$ cat src/rtl/uart_tx_pkg.sv
// Shared UART definitions: FSM state encodings, parity codes and a parity helper.
// The receiver path imports the same package.
package uart_tx_pkg;

    typedef enum logic [2:0] {
        IDLE,
        START,
        DATA,
        PARITY,
        STOP
    } uart_state_e;

    localparam int PAR_NONE = 0;
    localparam int PAR_ODD  = 1;
    localparam int PAR_EVEN = 2;

    // Zero-extended upper bits do not change the XOR, so narrow frames can use this too.
    function automatic logic parity_of(input logic [7:0] d, input int mode);
        return (mode == PAR_EVEN) ? ^d : ~^d;
    endfunction

endpackage

$ cat src/rtl/uart_tx_if.sv
// Byte handshake between a producer and the UART transmitter.
interface uart_tx_if #(
    parameter int DATA_BITS = 8
);
    logic [DATA_BITS-1:0] data;
    logic                 valid;
    logic                 ready;

    modport master (output data, output valid, input ready);
    modport slave  (input data, input valid, output ready);
endinterface

$ cat src/rtl/uart_baud_gen.sv
// Bit-period timer: emits a one-cycle tick every cnt_bit cycles, realigned by restart.
module uart_baud_gen #(
    parameter int cnt_bit = 500
) (
    input  logic clk,
    input  logic rst,
    input  logic restart,
    output logic tick
);
    localparam int CW = (cnt_bit > 1) ? $clog2(cnt_bit) : 1;

    logic [CW-1:0] cnt;

    always_ff @(posedge clk) begin
        if (rst) begin
            cnt <= '0;
        end else if (restart || cnt == '0) begin
            cnt <= CW'(cnt_bit - 1);
        end else begin
            cnt <= cnt - CW'(1);
        end
    end

    assign tick = (cnt == '0);

endmodule

$ cat src/rtl/uart_tx.sv
// UART transmitter: accepts a byte on a valid/ready handshake and serialises it
// LSB first as start, data, optional parity and stop bits.
module uart_tx
    import uart_tx_pkg::*;
#(
    parameter int f_clk     = 50_000_000,
    parameter int baudrate  = 100_000,
    parameter int data_bits = 8,
    parameter int parity    = PAR_NONE,
    parameter int stop_bits = 1
) (
    input  logic     clk,
    input  logic     rst,
    uart_tx_if.slave bus,
    output logic     tx,
    output logic     busy
);
    localparam int CNT_BIT = f_clk / baudrate;
    localparam int BW      = $clog2(data_bits + 1);
    localparam logic [BW-1:0] LAST_DATA = BW'(data_bits - 1);
    localparam logic [BW-1:0] LAST_STOP = BW'(stop_bits - 1);

    uart_state_e          state, state_nx;
    logic [data_bits-1:0] shreg;
    logic                 par_bit;
    logic [BW-1:0]        bit_cnt;
    logic                 ready_q;
    logic                 tick, restart, accept, tx_nx;

    assign accept    = bus.valid && ready_q;
    assign bus.ready = ready_q;
    assign busy      = ~ready_q;

    uart_baud_gen #(.cnt_bit(CNT_BIT)) u_baud (
        .clk     (clk),
        .rst     (rst),
        .restart (restart),
        .tick    (tick)
    );

    // tx_nx is decoded from the current state and registered, so the line
    // trails the state register by one cycle and never glitches.
    always_comb begin
        state_nx = state;
        restart  = 1'b0;
        tx_nx    = 1'b1;
        unique case (state)
            IDLE: begin
                if (accept) begin
                    state_nx = START;
                    restart  = 1'b1;
                end
            end
            START: begin
                tx_nx = 1'b0;
                if (tick) state_nx = DATA;
            end
            DATA: begin
                tx_nx = shreg[0];
                if (tick && bit_cnt == LAST_DATA)
                    state_nx = (parity != PAR_NONE) ? PARITY : STOP;
            end
            PARITY: begin
                tx_nx = par_bit;
                if (tick) state_nx = STOP;
            end
            STOP: begin
                if (tick && bit_cnt == LAST_STOP) state_nx = IDLE;
            end
            default: state_nx = IDLE;
        endcase
    end

    always_ff @(posedge clk) begin
        if (rst) begin
            state   <= IDLE;
            shreg   <= '0;
            par_bit <= 1'b0;
            bit_cnt <= '0;
            tx      <= 1'b1;
            ready_q <= 1'b1;
        end else begin
            state   <= state_nx;
            ready_q <= (state_nx == IDLE);
            tx      <= tx_nx;
            if (accept) begin
                shreg   <= bus.data;
                par_bit <= parity_of(8'(bus.data), parity);
            end else if (state == DATA && tick) begin
                shreg <= shreg >> 1;
            end
            // bit_cnt counts data bits in DATA and stop bits in STOP
            if (state_nx != state)
                bit_cnt <= '0;
            else if (tick && (state == DATA || state == STOP))
                bit_cnt <= bit_cnt + BW'(1);
        end
    end

endmodule

$ cat src/flat_wrapper.sv
// flat-port wrapper written by rule: the top's interface ports become plain ports
module uart_tx_flat import uart_tx_pkg::*;
#(
    parameter int f_clk     = 50_000_000,
    parameter int baudrate  = 100_000,
    parameter int data_bits = 8,
    parameter int parity    = PAR_NONE,
    parameter int stop_bits = 1
)
  (clk, rst, tx, busy, bus_data, bus_valid, bus_ready);
  uart_tx_if #(.DATA_BITS(8)) bus_i ();
  input  logic clk;
  input  logic rst;
  output logic tx;
  output logic busy;
  input wire logic [$bits(bus_i.data)-1:0] bus_data;
  input wire logic [$bits(bus_i.valid)-1:0] bus_valid;
  output wire logic [$bits(bus_i.ready)-1:0] bus_ready;
  assign bus_i.data = bus_data;
  assign bus_i.valid = bus_valid;
  assign bus_ready = bus_i.ready;
  uart_tx #(.f_clk(f_clk), .baudrate(baudrate), .data_bits(data_bits), .parity(parity), .stop_bits(stop_bits)) u_core (.clk(clk), .rst(rst), .bus(bus_i), .tx(tx), .busy(busy));
endmodule
$ cat config.mk
export PLATFORM = sky130hd
export DESIGN_NAME = uart_tx_flat
export DESIGN_NICKNAME = d
export VERILOG_FILES = /design/src/rtl/uart_tx_pkg.sv /design/src/rtl/uart_tx_if.sv /design/src/rtl/uart_baud_gen.sv /design/src/rtl/uart_tx.sv /design/src/flat_wrapper.sv
export SDC_FILE = /design/constraint.sdc
export NUM_CORES = 1
export LEC_CHECK = 0
export CORE_MARGIN = 1
export CORE_UTILIZATION = 55
export CTS_BUF_LIST = sky130_fd_sc_hd__clkbuf_8
export DETAILED_ROUTE_END_ITERATION = 16
export GPL_ROUTABILITY_DRIVEN = 0
export HOLD_SLACK_MARGIN = 0.02
export PLACE_DENSITY = 0.77
export SETUP_SLACK_MARGIN = 0.1
export SKIP_CTS_REPAIR_TIMING = 1
export SLEW_MARGIN = 20
export SYNTH_ARGS = -nofsm -noshare
export SYNTH_HDL_FRONTEND = slang
export SYNTH_SLANG_ARGS = --single-unit
export TNS_END_PERCENT = 10
$ cat constraint.sdc
create_clock -name clk -period 2.4 [get_ports clk]
set_clock_uncertainty 0.15 [all_clocks]
set_input_delay 0.24 -clock clk [delete_from_list [all_inputs] [get_ports clk]]
set_output_delay 0.24 -clock clk [all_outputs]
set_load 0.005 [all_outputs]
==> results of run 1 <==
-- stage by stage --
step,power [mW],hold slack (ns),cells
after floorplan,0.9145,0.2101,152
after global placement,1.004,0.3109,188
after detailed placement,1.028,0.3177,188
after CTS,1.276,0.3353,192
after global routing,1.352,0.3643,192
final,1.276,0.3347,192
-- routing by layer --
layer / up-vias / global-route usage, % / part of all wire (%) / wire length (µm)
met3: 4 / 3.188 / 4.3 / 115
met2: 36 / 36.75 / 47 / 1264
met4: 0 / 10.96 / 1.1 / 29
met1: 545 / 30.27 / 47 / 1263
met5: - / 0 / 0 / 0
li1: 569 / - / - / -
-- final cells by class --
| cell class | instances | share of cell area, % |
|---|---|---|
| well taps | 28 | 2.217 |
| clock buffers | 3 | 2.613 |
| flip-flops and latches | 27 | 34.20 |
| clock inverters | 1 | 0.2375 |
| inverters | 9 | 2.138 |
| repair buffers | 14 | 8.709 |
| multi-input cells | 110 | 49.88 |
-- synth_stat cells --
cell type,n
dfxtp_1,27
nor2_1,14
a21oi_1,11
inv_1,9
xnor2_1,9
a211oi_1,8
mux2i_1,7
nand2_1,7
nand3_1,7
xor2_1,7
clkbuf_1,6
ha_1,4
nor4_1,4
o21ai_0,4
nor3_1,3
nor3b_1,3
a31oi_1,2
or3_1,2
a21oi_2,1
a32o_1,1
and2_2,1
and3b_1,1
and4_2,1
nand3_2,1
nand3b_1,1
nand4_2,1
nand4bb_1,1
nor3_2,1
nor4_4,1
nor4b_4,1
o211a_1,1
o211ai_1,1
o21a_1,1
o221ai_1,1
o2bb2ai_1,1
o31ai_1,1
-- cell families after synthesis --
kind of cell / after synthesis / share of synthesized area (%)
mux: 7 / 5.059
xor+xnor: 16 / 10.12
compound gates: 33 / 15.63
fa+ha+maj: 4 / 3.614
simple gates: 50 / 22.49
buf+inv: 15 / 4.065
flops: 27 / 39.02
-- power groups by stage --
| stage | logic [mW] | clock network [mW] | registers (mW) |
|---|---|---|---|
| after floorplan | 0.309 | 0 | 0.606 |
| final | 0.397 | 0.253 | 0.626 |
| after global placement | 0.377 | 0 | 0.627 |
| after detailed placement | 0.394 | 0 | 0.634 |
| after CTS | 0.396 | 0.257 | 0.624 |
| after global routing | 0.443 | 0.274 | 0.635 |
-- tightest hold or removal path: stages, from the launching register on --
cell and delay (ns):
dfxtp_1 0.33, nand3_1 0.06, o31ai_1 0.06
-- final timing paths --
kind	depth (start not counted)	slack [ns]	to	start
setup / recovery	6	0.37	u_core.shreg[6]	u_core.u_baud.cnt[0]
hold / removal	2	0.33	u_core.par_bit	u_core.par_bit
setup reg to reg	6	0.37	u_core.shreg[6]	u_core.u_baud.cnt[0]
hold reg to reg	2	0.33	u_core.par_bit	u_core.par_bit
-- registers in the layout (all words and copies together) (netlist names) --
name / flops
u_core.tx: 1
u_core.par_bit: 1
u_core.bit_cnt: 4
u_core.state: 3
u_core.shreg: 8
u_core.u_baud.cnt: 9
u_core.bus.ready: 1
==> impl_metrics.tcl, run 1 <==
set metrics [dict create \
    switchingPower_mw 0.4480 \
    cp_max_fo 9 \
    ys_seq_area_share_pct 39.02 \
    required_ns 2.44 \
    first_pass_iters 4 \
    num_antenna_cells 0 \
    relSlewSlack_pct 63.59 \
    syn-instance-count 152 \
    p_int_mw 0.8282 \
    area_growth_pct 14.09 \
    ant_nets 0 \
    place_area_um2 1535 \
    viasPerCell 6.010 \
    port_buffers 13 \
    status "complete, no violations" \
    hold_viol 0 \
    multi_input_area_um2 788.3 \
    avgSynthCellArea_um2 9.112 \
    track_usage_pct 22.95 \
    pwr-share-comb_pct 31.1 \
    coreArea_um2 2297 \
    hpwlAfterDp_um 2015 \
    start_kind "flop" \
    path_class "reg2reg" \
    clk-insertion-delay-late_ns 0.27 \
    final_util_pct 68.79 \
    yosys.area.top_type_share_pct 39.02 \
    clkTransAtPathRegs_ns 0.09 \
    start_util_pct 60.29 \
    route.detailed.drc 0 \
    cts_buffer_depth 2 \
    cp_num_buf_inv 1 \
    critPathTopFamily "simple AND/OR/NAND/NOR gates" \
    grt_pass1_wl_um 4595 \
    ys_ff_latch 27 \
    hold_class "reg2reg" \
    seq_area_um2 540.5 \
    placementRows 17 \
    rsz0062_at_grt "no" \
    dieArea_um2 2723 \
    crit_path_end_kind "flop" \
    fmax_mhz 492.9 \
    vias 1154 \
    wl_um 2672 \
    layout_common_cells "27 x dfxtp_1, 14 x nor2_1, 13 x clkdlybuf4s50_1, 11 x a21oi_1, 10 x inv_1" \
    dieHeight_um 52.18 \
    cts_made_buffers 3 \
    cp_cell_sequence "inv_1 > ha_1 > nor4b_4 > nand3_2 > mux2i_1 > a211oi_1" \
    maxCapViolCount 0 \
    cp_slowest_stage_delay_ns 0.44 \
    final_area_um2 1580 \
    syn_nets 167 \
    synth_area_um2 1385 \
    antenna_found_initial 0 \
    arrival_ns 2.07 \
    nets 180 \
    synth_top_area_cell "dfxtp_1" \
    fill_cells 190 \
    cp_slowest_cell "nor4b_4" \
    post_route_cells_drive_above_1_share_pct 7.317 \
    pin_count 14 \
    vdd_ir_drop_max_mv 0.5979 \
    fin_ws_ns 0.3710 \
    cts.sinks 27 \
    yosys-top-cells-area "dfxtp_1 39%, xnor2_1 5.7%, mux2i_1 5.1%" \
    synth_cell_type_count 36 \
    layout_commonest_cell "dfxtp_1" \
    dieWidth_um 52.18 \
    pwr-share-seq_pct 49.1 \
    cts-root-buf "clkbuf_8" \
    p_per_area_nw_per_um2 807.6 \
    cts_max_level 1 \
    grt_max_degree 19 \
    yosysWarnings 0 \
    wl_per_cell_um 13.92 \
    dr.first_iter.drc_count 22 \
    grt_pass1_vias 1067 \
    post-route-period-util_pct 84.54 \
    finalSetupViolCount 0 \
    power.leakage_nw 0.6296 \
    switching_share_pct 35.11 \
    slew_viol_final 0 \
    p_clk_share_pct 19.8 \
    tightest_slew_ns 0.5421 \
    gr-total-overflow 0 \
    cts_tree "built" \
    tns_ns 0 \
    place_ws_ns 0.4222 \
    fin_crit_ns 2.029 \
]
No activity file was read; power rests on OpenSTA's default activity.
==> inputs of run 2 (changes only) <==
- CORE_UTILIZATION: 55 -> 52
- clock period: 2.4 -> 1.7 ns (I/O delays scaled with it)
==> run 2 against run 1 <==
Cell area is 12% higher. Total power is 55% higher. Sequential power is 38% higher. Die area is 5.6% higher. Register-to-register slack worse by 0.36 ns. Clock power is 41% higher. First-iteration DRC count is 23% higher. Critical path type unchanged. Critical endpoint is now u_core.bus.ready.
==> impl_metrics.tcl, run 2 (synthesis gave the netlist of run 1 again) <==
set metrics [dict create \
    port_buffers 13 \
    crit_path_end_kind "flop" \
    post_route_cells_drive_above_1_share_pct 21.55 \
    wl_per_cell_um 13.37 \
    dieWidth_um 53.61 \
    ant_nets 0 \
    placed_cells 204 \
    arrival_ns 1.71 \
    grt_pass1_wl_um 4367 \
    clkTransAtPathRegs_ns 0.09 \
    hold_start "u_core.u_baud.cnt[0]" \
    cts_buffer_depth 2 \
    viasPerCell 5.569 \
    cp_num_buf_inv 3 \
    start_kind "flop" \
    dr.first_iter.drc_count 27 \
    cts-root-buf "clkbuf_8" \
    critPathTopFamily "compound AO/OA/AOI/OAI gates" \
    num_antenna_cells 0 \
    start_util_pct 55.41 \
    vdd_ir_drop_max_mv 0.9491 \
    rsz0062_at_grt "yes" \
    hold_viol 0 \
    slew_viol_final 0 \
    nets 197 \
    layout_common_cells "25 x dfxtp_1, 17 x buf_4, 14 x nor2_1, 13 x clkdlybuf4s50_1" \
    first_pass_iters 4 \
    cts_tree "built" \
    cp_max_fo 8 \
    gr-total-overflow 0 \
    p_per_area_nw_per_um2 1120 \
    cts_max_level 1 \
    dieHeight_um 53.61 \
    area_growth_pct 27.55 \
    power.leakage_nw 0.7131 \
    tns_ns 0 \
    path_class "reg2reg" \
    reg_top3 "u_core.u_baud.cnt (9), u_core.shreg (8), u_core.bit_cnt (4)" \
    cp_slowest_cell "dfxtp_4" \
    relSlewSlack_pct 66.69 \
    hpwlAfterDp_um 2123 \
    maxCapViolCount 0 \
    cp_slowest_stage_delay_ns 0.38 \
    pin_count 14 \
    tightest_slew_ns 0.4985 \
    antenna_found_initial 0 \
    route.detailed.drc 0 \
    grt_max_degree 18 \
    cts_made_buffers 3 \
    cts.sinks 27 \
    placementRows 18 \
    finalNonFillerCells 211 \
    wl_um 2821 \
    rr_startpoint "u_core.u_baud.cnt[0]" \
    largest_reg_flops 9 \
    grt_pass1_vias 1068 \
    post-route-period-util_pct 99.21 \
    cp_cell_sequence "inv_4 > ha_4 > nor4b_4 > buf_6 > buf_4 > a211oi_1 > o21a_1 > nor3_2" \
    fmax_mhz 592.9 \
    required_ns 1.72 \
    fin_crit_ns 1.686 \
    track_usage_pct 20.96 \
    clk-insertion-delay-late_ns 0.27 \
    startpoint "u_core.u_baud.cnt[0]" \
    finalSetupViolCount 0 \
    dieArea_um2 2874 \
    coreArea_um2 2500 \
    layout_commonest_cell "dfxtp_1" \
    largest_register "u_core.u_baud.cnt" \
    vias 1175 \
    hold_class "reg2reg" \
    status "complete, no violations" \
]
-- run 2: path summary, 6_finish.rpt --
path                          endpoint  slack, ns  cells past startpoint
setup reg to reg      u_core.bus.ready       0.01                      8
setup / recovery      u_core.bus.ready       0.01                      8
hold reg to reg   u_core.u_baud.cnt[0]       0.33                      1
hold / removal    u_core.u_baud.cnt[0]       0.33                      1
-- run 2: cell type report --
class / count / area (µm²)
clock buffers: 3 / 41.29
clock inverters: 1 / 5.005
fillers: 182 / 733.2
inverters: 9 / 36.28
multi-input cells: 110 / 832.0
flip-flops and latches: 27 / 545.5
well taps: 30 / 37.54
repair buffers: 31 / 269.0
-- run 2: through the flow --
stage | setup WS (ns) | power, mW | util, % | hold WS, ns | area (µm²)
3_3_place_gp | 0.06516 | 1.532 | 66.67 | 0.2903 | 1667
6_report | 0.01350 | 1.978 | 70.67 | 0.3255 | 1767
5_1_grt | -0.06366 | 2.099 | 70.67 | 0.3624 | 1767
3_5_place_dp | -0.0009551 | 1.561 | 66.67 | 0.3100 | 1667
4_1_cts | -0.01747 | 1.922 | 68.52 | 0.3247 | 1713
2_1_floorplan | -0.05260 | 1.313 | - | 0.1398 | 1409
-- run 2: power breakdown --
group	switching [mW]	leakage [nW]	total, mW	internal [mW]
Sequential	0.117	0.223	0.861	0.744
Combinational	0.372	0.464	0.760	0.388
Clock	0.193	0.0255	0.357	0.164
Total	0.682	0.713	1.98	1.30
-- run 2: metal layers --
metal,GRT usage [%],wire [µm]
met2,38.13,1464
met4,10.53,29
met5,0,0
met1,23.66,1262
met3,2.825,64
